**config.mk**
```make
export PLATFORM = sky130hd
export DESIGN_NAME = music_score_player
export DESIGN_NICKNAME = d
export VERILOG_FILES = /design/src/rtl/music_score_player.sv
export SDC_FILE = /design/constraint.sdc
export NUM_CORES = 1
export LEC_CHECK = 0
export CORE_ASPECT_RATIO = 1.1
export CORE_MARGIN = 5
export CORE_UTILIZATION = 30
export CTS_BUF_LIST = sky130_fd_sc_hd__clkbuf_8
export DETAILED_ROUTE_END_ITERATION = 10
export PLACE_DENSITY_LB_ADDON = 0.2
export SLEW_MARGIN = 30
export SYNTH_ARGS = -nofsm -noshare
export SYNTH_HDL_FRONTEND = slang
export SYNTH_SLANG_ARGS = --single-unit
```
**constraint.sdc**
```tcl
create_clock -name clk -period 10.8 [get_ports clk]
set_clock_uncertainty 0.1 [all_clocks]
set_input_delay 2.16 -clock clk [delete_from_list [all_inputs] [get_ports clk]]
set_output_delay 2.16 -clock clk [all_outputs]
set_load 0.05 [all_outputs]
```
**src/rtl/music_score_player.sv**
```systemverilog
// Score sequencer and square-wave tone generator for a combinational ROM of
// {high, med, low} nibble words; one fixed-length note per ROM address.
module music_score_player #(
  parameter int unsigned CLK_FREQ   = 100_000_000,
  parameter int unsigned NOTE_TICKS = 25_000_000,
  parameter int unsigned GAP_TICKS  = 2_500_000,
  parameter int unsigned ROM_WIDTH  = 12,
  parameter int unsigned ADDR_WIDTH = 7,
  parameter int unsigned SONG_LEN   = 96
) (
  input  logic                  clk,
  input  logic                  rst,
  input  logic                  start,
  input  logic                  stop,
  input  logic                  loop_en,
  input  logic [ROM_WIDTH-1:0]  rom_data,
  output logic [ADDR_WIDTH-1:0] rom_addr,
  output logic                  buzzer,
  output logic                  playing,
  output logic                  done
);

  localparam int unsigned ACTIVE_TICKS = NOTE_TICKS - GAP_TICKS;
  localparam int unsigned HP_MAX       = CLK_FREQ / 524;
  localparam int unsigned TICK_W       = (NOTE_TICKS > 1) ? $clog2(NOTE_TICKS) : 1;
  localparam int unsigned TONE_W       = $clog2(HP_MAX + 1);
  localparam logic [ADDR_WIDTH-1:0] LAST_ADDR = ADDR_WIDTH'(SONG_LEN - 1);

  // Half-periods CLK_FREQ / (2*f), ordered low do..ti, med do..ti, high do..ti
  localparam int unsigned HP_TABLE [21] = '{
    CLK_FREQ / 524,  CLK_FREQ / 588,  CLK_FREQ / 660,  CLK_FREQ / 698,
    CLK_FREQ / 784,  CLK_FREQ / 880,  CLK_FREQ / 988,
    CLK_FREQ / 1046, CLK_FREQ / 1174, CLK_FREQ / 1318, CLK_FREQ / 1396,
    CLK_FREQ / 1568, CLK_FREQ / 1760, CLK_FREQ / 1976,
    CLK_FREQ / 2094, CLK_FREQ / 2350, CLK_FREQ / 2638, CLK_FREQ / 2794,
    CLK_FREQ / 3136, CLK_FREQ / 3520, CLK_FREQ / 3952
  };

  typedef enum logic [1:0] {IDLE, LOAD, PLAY} state_t;

  state_t               state;
  logic [ROM_WIDTH-1:0] note;
  logic [TICK_W-1:0]    tick;
  logic [TONE_W-1:0]    tone_cnt;

  logic [1:0]           octave;
  logic [3:0]           sel_nib;
  logic                 tone_on;
  logic [4:0]           hp_idx;
  logic [TONE_W-1:0]    hp_last;

  // Priority decode high > med > low; a selected nibble of 8..F is a rest
  always_comb begin
    octave  = 2'd0;
    sel_nib = note[3:0];
    if (note[11:8] != 4'd0) begin
      octave  = 2'd2;
      sel_nib = note[11:8];
    end else if (note[7:4] != 4'd0) begin
      octave  = 2'd1;
      sel_nib = note[7:4];
    end
    tone_on = (sel_nib != 4'd0) && !sel_nib[3];
    hp_idx  = tone_on ? (5'(octave) * 5'd7 + 5'(sel_nib[2:0]) - 5'd1) : 5'd0;
    hp_last = TONE_W'(HP_TABLE[hp_idx]) - TONE_W'(1);
  end

  always_ff @(posedge clk) begin
    if (rst || stop) begin
      state    <= IDLE;
      rom_addr <= '0;
      buzzer   <= 1'b0;
      playing  <= 1'b0;
      done     <= 1'b0;
      tick     <= '0;
      tone_cnt <= '0;
      note     <= '0;
    end else begin
      done <= 1'b0;
      case (state)
        IDLE: begin
          if (start) begin
            state    <= LOAD;
            rom_addr <= '0;
            playing  <= 1'b1;
          end
        end
        LOAD: begin
          note     <= rom_data;
          tick     <= '0;
          tone_cnt <= '0;
          buzzer   <= 1'b0;
          state    <= PLAY;
        end
        PLAY: begin
          if (tick == TICK_W'(NOTE_TICKS - 1)) begin
            tick     <= '0;
            tone_cnt <= '0;
            buzzer   <= 1'b0;
            state    <= LOAD;
            if (rom_addr < LAST_ADDR) begin
              rom_addr <= rom_addr + ADDR_WIDTH'(1);
            end else begin
              done     <= 1'b1;
              rom_addr <= '0;
              if (!loop_en) begin
                state   <= IDLE;
                playing <= 1'b0;
              end
            end
          end else begin
            tick <= tick + TICK_W'(1);
            // Silence is applied one tick early so the registered pin is low for the whole gap
            if (tick >= TICK_W'(ACTIVE_TICKS - 1) || !tone_on) begin
              buzzer   <= 1'b0;
              tone_cnt <= '0;
            end else if (tone_cnt == hp_last) begin
              tone_cnt <= '0;
              buzzer   <= ~buzzer;
            end else begin
              tone_cnt <= tone_cnt + TONE_W'(1);
            end
          end
        end
        default: state <= IDLE;
      endcase
    end
  end

endmodule

```
* Word level (Yosys, flattened, before mapping)
Memory sizes are Yosys's and may differ from the RTL's.
Index checks and enable logic that the tools add are counted.
** Word-level totals
- Bits in writable memories :: 0
- Memories kept :: 1
- Logic and storage cells :: 80
- Bits in latches :: 0
- Input bits :: 17
- Flip-flop bits (word level) :: 67
- ROM bits :: 1024
** Memory list
- (no name shown) :: depth 32, width 32, read ports 1, clocked after Yosys merged registers in 0, write ports 0, RTL line 65 : hp_last = TONE_W'(HP_TABLE[hp_idx]) - TONE_W'(1);
** Cells by class
- Reductions and logical operators :: 16
- Multiply operators :: 1
- Order comparisons :: 3
- Shift operators :: 0
- Muxes and demuxes :: 32
- Equal/unequal tests :: 9
- Bitwise gates (word level) :: 4
- Divide/modulo/power cells :: 0
- Add/sub/neg operators :: 6
** Operator list (count)
- $mux 18 :: 5
- $pmux 25 s2 :: 1
- $pmux 18 s2 :: 1
- $add 25x1->25 const B :: 1
- $eq 25x25->1 const B :: 1
- $ge 25x25->1 const B :: 1
- $mux 25 :: 1
- $mux 7 :: 3
- $add 18x1->18 const B :: 1
- $eq 18x18->1 :: 1
- $sub 18x1->18 const B :: 1
- $pmux 7 s2 :: 1
- $reduce_bool 4->1 :: 3
- $mux 1 :: 11
- $mux 4 :: 2
- $ne 2x2->1 const B :: 4
- $add 7x1->7 const B :: 1
- $lt 7x7->1 const B :: 1
- $ge 6x6->1 const B :: 1
- $mux 2 :: 3
- $not 5->6 :: 1
- $pmux 2 s3 :: 1
- $add 5x3->5 :: 1
- $mul 2x3->5 const B :: 1
- other kinds (16) :: 23

* Longest topological paths before layout
- Word-level depth :: 17
- Depth in mapped cells :: 26

* Worst setup path before layout
Ideal clock, no wire load.
- Path kind :: register to register
- From :: register note[4]
- To :: register tone_cnt[10]
- Stages on the path, launching flop included :: 24
- Data arrival time :: 5.234 ns
- Library setup time :: 0.147 ns
- Path slack :: 5.320 ns
- Data required time :: 10.553 ns
- Path buffers :: 3
- Cell sequence :: dfxtp_1 -> nor4_1 -> a21oi_1 -> o41ai_1 -> ha_1 -> ha_1 -> buf_4 -> clkbuf_1 -> nand2_1 -> ha_1 -> nor2_1 -> o21ai_0 -> a22oi_1 -> o211ai_1 -> inv_1 -> ha_1 -> xor2_1 -> a21oi_1 -> a221o_1 -> nand3_1 -> or4_4 -> nor4_4 -> buf_6 -> a2111oi_2
** On the way
- Word-level cells in the longest chain between the ends :: 17
- Elaborated cells on any way between the ends :: 24
- Those cells by class :: add/sub (3); mul (1); eq/ne (1); mux (11); bitwise (1); reduce/logical (6); memory (1)
** Ends and longest elaborated chain
- start, declared :: RTL line 42 : logic [ROM_WIDTH-1:0] note;
- start signal, assigned :: RTL line 89 : note <= rom_data;
- $reduce_bool 4->1 :: RTL line 59 : end else if (note[7:4] != 4'd0) begin
- $mux 1 :: RTL line 59
- $mux 2 :: RTL line 56 : if (note[11:8] != 4'd0) begin
- $mul 2x3->5 :: RTL line 64 : hp_idx = tone_on ? (5'(octave) * 5'd7 + 5'(sel_nib[2:0]) - 5'd1) : 5'd0;
- $add 5x3->5 :: RTL line 64
- $sub 5x1->5 :: RTL line 64
- $mux 5 :: RTL line 64
- $not 5->6 (not written as such) :: RTL line 65
- $mem_v2 32x32
- $mux 18 (not written as such) (2 in a row) :: RTL line 65
- $sub 18x1->18 :: RTL line 65
- $eq 18x18->1 :: RTL line 117 : end else if (tone_cnt == hp_last) begin
- $mux 18 :: RTL line 117
- $mux 18 * :: RTL line 114 : if (tick >= TICK_W'(ACTIVE_TICKS - 1) || !tone_on) begin
- $mux 18 * :: RTL line 96 : if (tick == TICK_W'(NOTE_TICKS - 1)) begin
- $pmux 18 s2 * :: RTL line 80 : case (state)
- end signal, assigned :: RTL line 121 : tone_cnt <= tone_cnt + TONE_W'(1);
- end, declared :: RTL line 44 : logic [TONE_W-1:0] tone_cnt;
Mark *: on every way between the ends. The rest lies on a longest branch, timed or not. The select of a mux whose other input is x is not followed.
A chain may end at the register's enable or synchronous reset.

* Final worst setup path
- From :: register note[4]
- To :: register tone_cnt[11]
The elaborated chain is that of the path after synthesis.

==> results_dict.tcl <==
set metrics [dict create \
    path_clk_slew_ns 0.08 \
    antenna_cells 0 \
    ys.flop_type "dfxtp_1" \
    fin_setup_tns_ns 0 \
    tightestPinTransition_ns 0.9103 \
    antenna_found_initial 0 \
    gp_congestion 0.8666 \
    rsz0062_at_grt "false" \
    hold_path.class "reg -> reg" \
    cts_tree "built" \
    ios 27 \
    cpPeakStageDelay_ns 0.69 \
    core_um2 16950 \
    die_h_um 147.5 \
    die-area_um2 19900 \
    ir_worst_vdd_uv 58.90 \
    post-route-min-period_ns 6.460 \
    power_leakage_uw 0.001959 \
    drc 0 \
    status "completed" \
    drt-initial-drc-count 435 \
    async_flop_share_pct 0 \
    timing.final.crit_share_pct 59.82 \
    wirelength_um 13880 \
    hold_violations 0 \
    ys_seq_area_share_pct 26.03 \
    slew_headroom_pct 39.31 \
    drtPass1Iterations 5 \
    syn-instance-count 636 \
    via_per_inst 5.498 \
    cts_sinks 67 \
    multi_input_area_um2 3483 \
    ant_nets 0 \
    crit_fanout 19 \
    port_buffers 26 \
    cpMostUsedCell "ha_1" \
    post_synth_num_cell_types 82 \
    critPathSlowestCell "ha_1" \
    pwr-share-seq_pct 37.6 \
    ys_seq_elements 67 \
    finalNetCount 676 \
    grt_max_degree 42 \
    powerDensity_nw_per_um2 116.9 \
    hpwl_um 10050 \
    avgSynthCellArea_um2 8.103 \
    power_frac_comb_pct 30.3 \
    synthDominantCellAreaShare_pct 26.03 \
    crit_chain "nor4_1 > a21oi_1 > o41ai_1 > ha_1 > ha_1 > nand2_1 > ha_1 > nor2_1 > o21ai_0 > a22oi_1 > o211ai_1 > inv_1 > ha_1 > xor2_1 > a21oi_1 > a221o_1 > nand3_1 > or4_4 > nor4_4 > buf_4 > a2111oi_2" \
    initial_core_util_pct 30.40 \
    cts_setup_buffers 0 \
    rows 50 \
    grt_overflow 0 \
    seqCellArea_um2 1341 \
    placed_cells 859 \
    yosysWarningCount 0 \
    swShare_pct 36.05 \
    end_kind "flop" \
    worstSetupStartpointType "flop" \
    p_switching_uw 239.7 \
    synth_top_area_cell "dfxtp_1" \
    cap_violations 0 \
    synth_area_um2 5154 \
    worstPathArrival_ns 6.56 \
    syn2layout_area_growth_pct 10.34 \
    ctsResizeCount 0 \
    drive_above_1_share_pct 8.255 \
    first_global_vias 4580 \
    num_vias 4816 \
    cts_root_buffer "clkbuf_8" \
    netlist_top_cells_area "dfxtp_1, xor2_1, nor2_1" \
    maxSlewViolCount 0 \
    htree_num_levels 3 \
    r2r_slack_ns 4.34 \
    fp.dieW_um 135.0 \
    power.internal_uw 425.1 \
    required_ns 10.90 \
    cts_buffer_depth 2 \
    fin_cells 876 \
    grt_first_pass_wirelength_um 23060 \
    numCtsBuffers 9 \
    routedWlPerCell_um 15.84 \
    clock_power_share_pct 32.1 \
    cts_hold_buf 0 \
    fmaxAchievable_mhz 154.8 \
    synth_edf_count 0 \
    utilization_pct 33.54 \
    fillCellCount 1781 \
    synth_fp_nets 675 \
    grt_usage_pct 13.92 \
    setup_viol 0 \
    insertion_delay_ns 0.35 \
    criticalPathCategory "reg -> reg" \
]
## power by group through the flow
stage	Sequential (uW)	Clock, uW	Combinational (uW)
global placement	256	0	199
floorplan	256	0	153
detailed placement	256	0	197
finish	250	213	201
global route	251	233	219
CTS	250	223	198
## synthesized netlist by cell type, drive strengths merged (3+ instances only)
library cell,instances
o41ai,3
dfxtp,67
and3,22
inv,19
nor3b,3
ha,21
nand2b,3
nand3b,5
clkbuf,19
o22ai,3
buf,20
nor3,16
nor2b,7
nor2,74
o211a,3
a31oi,3
a21o,5
a211o,4
and4,3
a211oi,10
nor4bb,3
a2111oi,19
a21oi,32
o21ai,34
or3,10
or4,6
xnor2,13
a22oi,3
nand3,27
and2b,3
o21a,4
nand2,45
o211ai,7
o31ai,7
a311oi,4
nor4,8
nand4,14
mux2i,14
xor2,38
and2,4
## final timing paths
kind,to,cells past startpoint,start
min reg2reg,rom_addr[2]$_SDFFE_PP0P_,2,rom_addr[2]$_SDFFE_PP0P_
max,tone_cnt[11]$_SDFFE_PP0P_,21,note[4]$_SDFFE_PP0N_
min,rom_addr[2]$_SDFFE_PP0P_,2,rom_addr[2]$_SDFFE_PP0P_
max reg2reg,tone_cnt[11]$_SDFFE_PP0P_,21,note[4]$_SDFFE_PP0N_
## flip-flops by register name (all words and copies together) (netlist names)
name	count
rom_addr	7
tick	25
done	1
tone_cnt	18
buzzer	1
note	12
state	2
playing	1
## final cells by class
cell class	instances	share of cell area, %
sequential	67	23.59
multi-input combinational	509	61.25
timing repair buffer	31	5.237
clock buffer	9	2.178
inverter	19	1.254
tap	234	5.149
clock inverter	7	1.342
## cells in the final DEF, fill, tap and decap left out, types with 5 or more instances in the layout
master           netlist  layout
mux2i_1               14      14
a21o_1                 5       5
ha_1                  21      21
nor2_1                73      73
nor3_1                16      16
xnor2_1               13      13
clkdlybuf4s50_1        0      26
nand3b_1               5       5
o31ai_1                7       7
dfxtp_1               67      67
o21ai_0               32      32
buf_4                  8       5
a2111oi_0              9       9
a2111oi_2             10      10
nor2b_1                7       7
clkbuf_8               0       9
a211oi_1               8       8
nor4_1                 5       5
nand3_1               27      27
o211ai_1               6       6
inv_1                 19      19
or3_1                 10      10
nand2_1               45      45
a21oi_1               32      32
and3_1                20      20
xor2_1                38      38
nand4_1               14      14
## per-stage QoR
stage	area (um2)	setup WS (ns)	power, uW	hold slack (ns)
final	5687	4.340	664.8	0.4147
after global routing	5687	3.878	702.8	0.4545
after CTS	5679	4.015	671.2	0.4267
after detailed placement	5479	4.086	452.8	0.4056
after global placement	5479	4.335	454.7	0.3937
after floorplan	5154	5.320	409.2	0.3612
## critical path, delay by kind of cell (launching register included)
kind	cells	cell delay, ns
XOR/XNOR	1	0.20
adder cells (fa/ha/maj)	4	1.73
AND/OR/NAND/NOR	6	1.93
flip-flops	1	0.34
buffers and inverters	2	0.39
AO/OA/AOI/OAI	8	1.61
## per-layer routing
metal | part of all wire [%] | vias to the layer above | routed length, um | global-route usage [%]
li1 | - | 2335 | - | -
met1 | 46 | 2319 | 6352 | 18.22
met2 | 47 | 135 | 6576 | 23.00
met3 | 4.2 | 27 | 582 | 2.212
met4 | 2.7 | 0 | 368 | 5.292
met5 | 0 | - | 0 | 0
## cell families (layout without fill, tap and decap cells)
family	after synthesis	after routing	share of synthesized area, %
AO/OA/AOI/OAI	157	157	22.72
flip-flops	67	67	26.03
multiplexers	15	15	2.938
other	1	1	0.07276
XOR/XNOR	53	53	9.565
buffers and inverters	60	66	6.385
AND/OR/NAND/NOR	261	261	26.80
adder cells (fa/ha/maj)	22	22	5.487
No activity file was read; power rests on OpenSTA's default activity.
==> patch (same flow settings) <==
The parameter `ADDR_WIDTH` goes from 7 to 8.
--- a/src/rtl/music_score_player.sv
+++ b/src/rtl/music_score_player.sv
@@ -5,7 +5,7 @@
   parameter int unsigned NOTE_TICKS = 25_000_000,
   parameter int unsigned GAP_TICKS  = 2_500_000,
   parameter int unsigned ROM_WIDTH  = 12,
-  parameter int unsigned ADDR_WIDTH = 7,
+  parameter int unsigned ADDR_WIDTH = 8,
   parameter int unsigned SONG_LEN   = 96
 ) (
   input  logic                  clk,
Ports: changed (resized rom_addr); port bits go from 27 to 28. The function was not compared with the original's and may differ.
==> patch against the original RTL <==
Via count decreased by 6.1%; sequential share of layout area increased by 1.2 points; sequential cell count up 1; area after synthesis decreased by 4.7%; design area shrank 3.4%; power is 0.67% higher; highest routed layer unchanged; routed wire length shrank 7.7%; worst setup slack better by 260 ps.
==> patch: results (changes against the original RTL) <==
[run_status]
outcome = finished clean  ; unchanged

[worst_hold_path]
min_from = rom_addr[7]$_SDFFE_PP0P_  ; was rom_addr[2]$_SDFFE_PP0P_
holdPathStages = 1  ; was 2

[place]
io_buffer_count = 27  ; was 26
dp_slack_ps = 4710  ; was 4090 ps
post_dp_cell_area_um2 = 5330  ; was 5480 µm²

[sta]
worst_pin_slew_ps = 901  ; was 910 ps
whs_ps = 393  ; was 415 ps

[setup_path]
cpMaxStageDelayCell = nor4_4  ; was ha_1
endpoint = tone_cnt[14]$_SDFFE_PP0P_  ; was tone_cnt[11]$_SDFFE_PP0P_
path_max_fanout = 20  ; was 19
r2r_cells = 19  ; was 21
reg2reg_slack_ps = 4600  ; was 4340 ps

[layout]
drive_above_1_share = 0.0779  ; was 0.0826
multi_input_gates = 503  ; was 509
inverters_excl_clock = 23  ; was 19
seq_area_frac = 0.248  ; was 0.236
multiInputGateArea_um2 = 3310  ; was 3480 µm²
final_nets = 677  ; was 676
clkCellAreaFrac = 0.0303  ; was 0.0352
area_delta_synth_final_pct = 11.9  ; was 10.3%

[drt]
vias = 4520  ; was 4816
drtIter0Drc = 514  ; was 435

[grt]
grt_usage = 0.137  ; was 0.139
grt_max_degree = 40  ; was 42

[logic_synthesis]
ys_seq_area_frac = 0.277  ; was 0.260
synth.distinct_cells = 75  ; was 82
syn_inst = 629  ; was 636
synth_common_cells = 90 x nor2_1, 68 x dfxtp_1, 60 x nand2_1, 31 x xor2_1  ; was 73 x nor2_1, 67 x dfxtp_1, 45 x nand2_1, 38 x xor2_1

[pwr]
finalPower_uw = 669  ; was 665 µW
vdd_ir_drop_max_v = 0.0000554  ; was 0.0000589 V
powerSeq_uw = 254  ; was 250 µW

[patch: changes by cell type in the layout (fill, tap and decap cells not counted), moves of 5 or more]
cell and delta:
nor2b_1 -5, mux2i_1 +8, xor2_1 -7, o31ai_1 -5, xnor2_1 +11, and3_1 -11
a21oi_1 -7, nand2_1 +15, a2111oi_0 -9, nor2_1 +17, o21ai_0 -10, a2111oi_2 -10
or3_1 -5
[patch: cell families after synthesis]
kind of cell             Yosys count  share of synthesized area
multiplexers                      28                     0.0609
other                              1                   0.000763
AND/OR/NAND/NOR                  271                      0.273
XOR/XNOR                          55                     0.0981
flip-flops                        68                      0.277
adder cells (fa/ha/maj)           22                     0.0576
buffers and inverters             58                     0.0502
AO/OA/AOI/OAI                    126                      0.182
[patch: routing by layer]
layer	up-vias	routed length [µm]	track usage
li1	2269	-	-
met1	2118	5860	0.169
met2	109	6060	0.232
met3	24	562	0.0275
met4	0	326	0.0574
met5	-	0	0
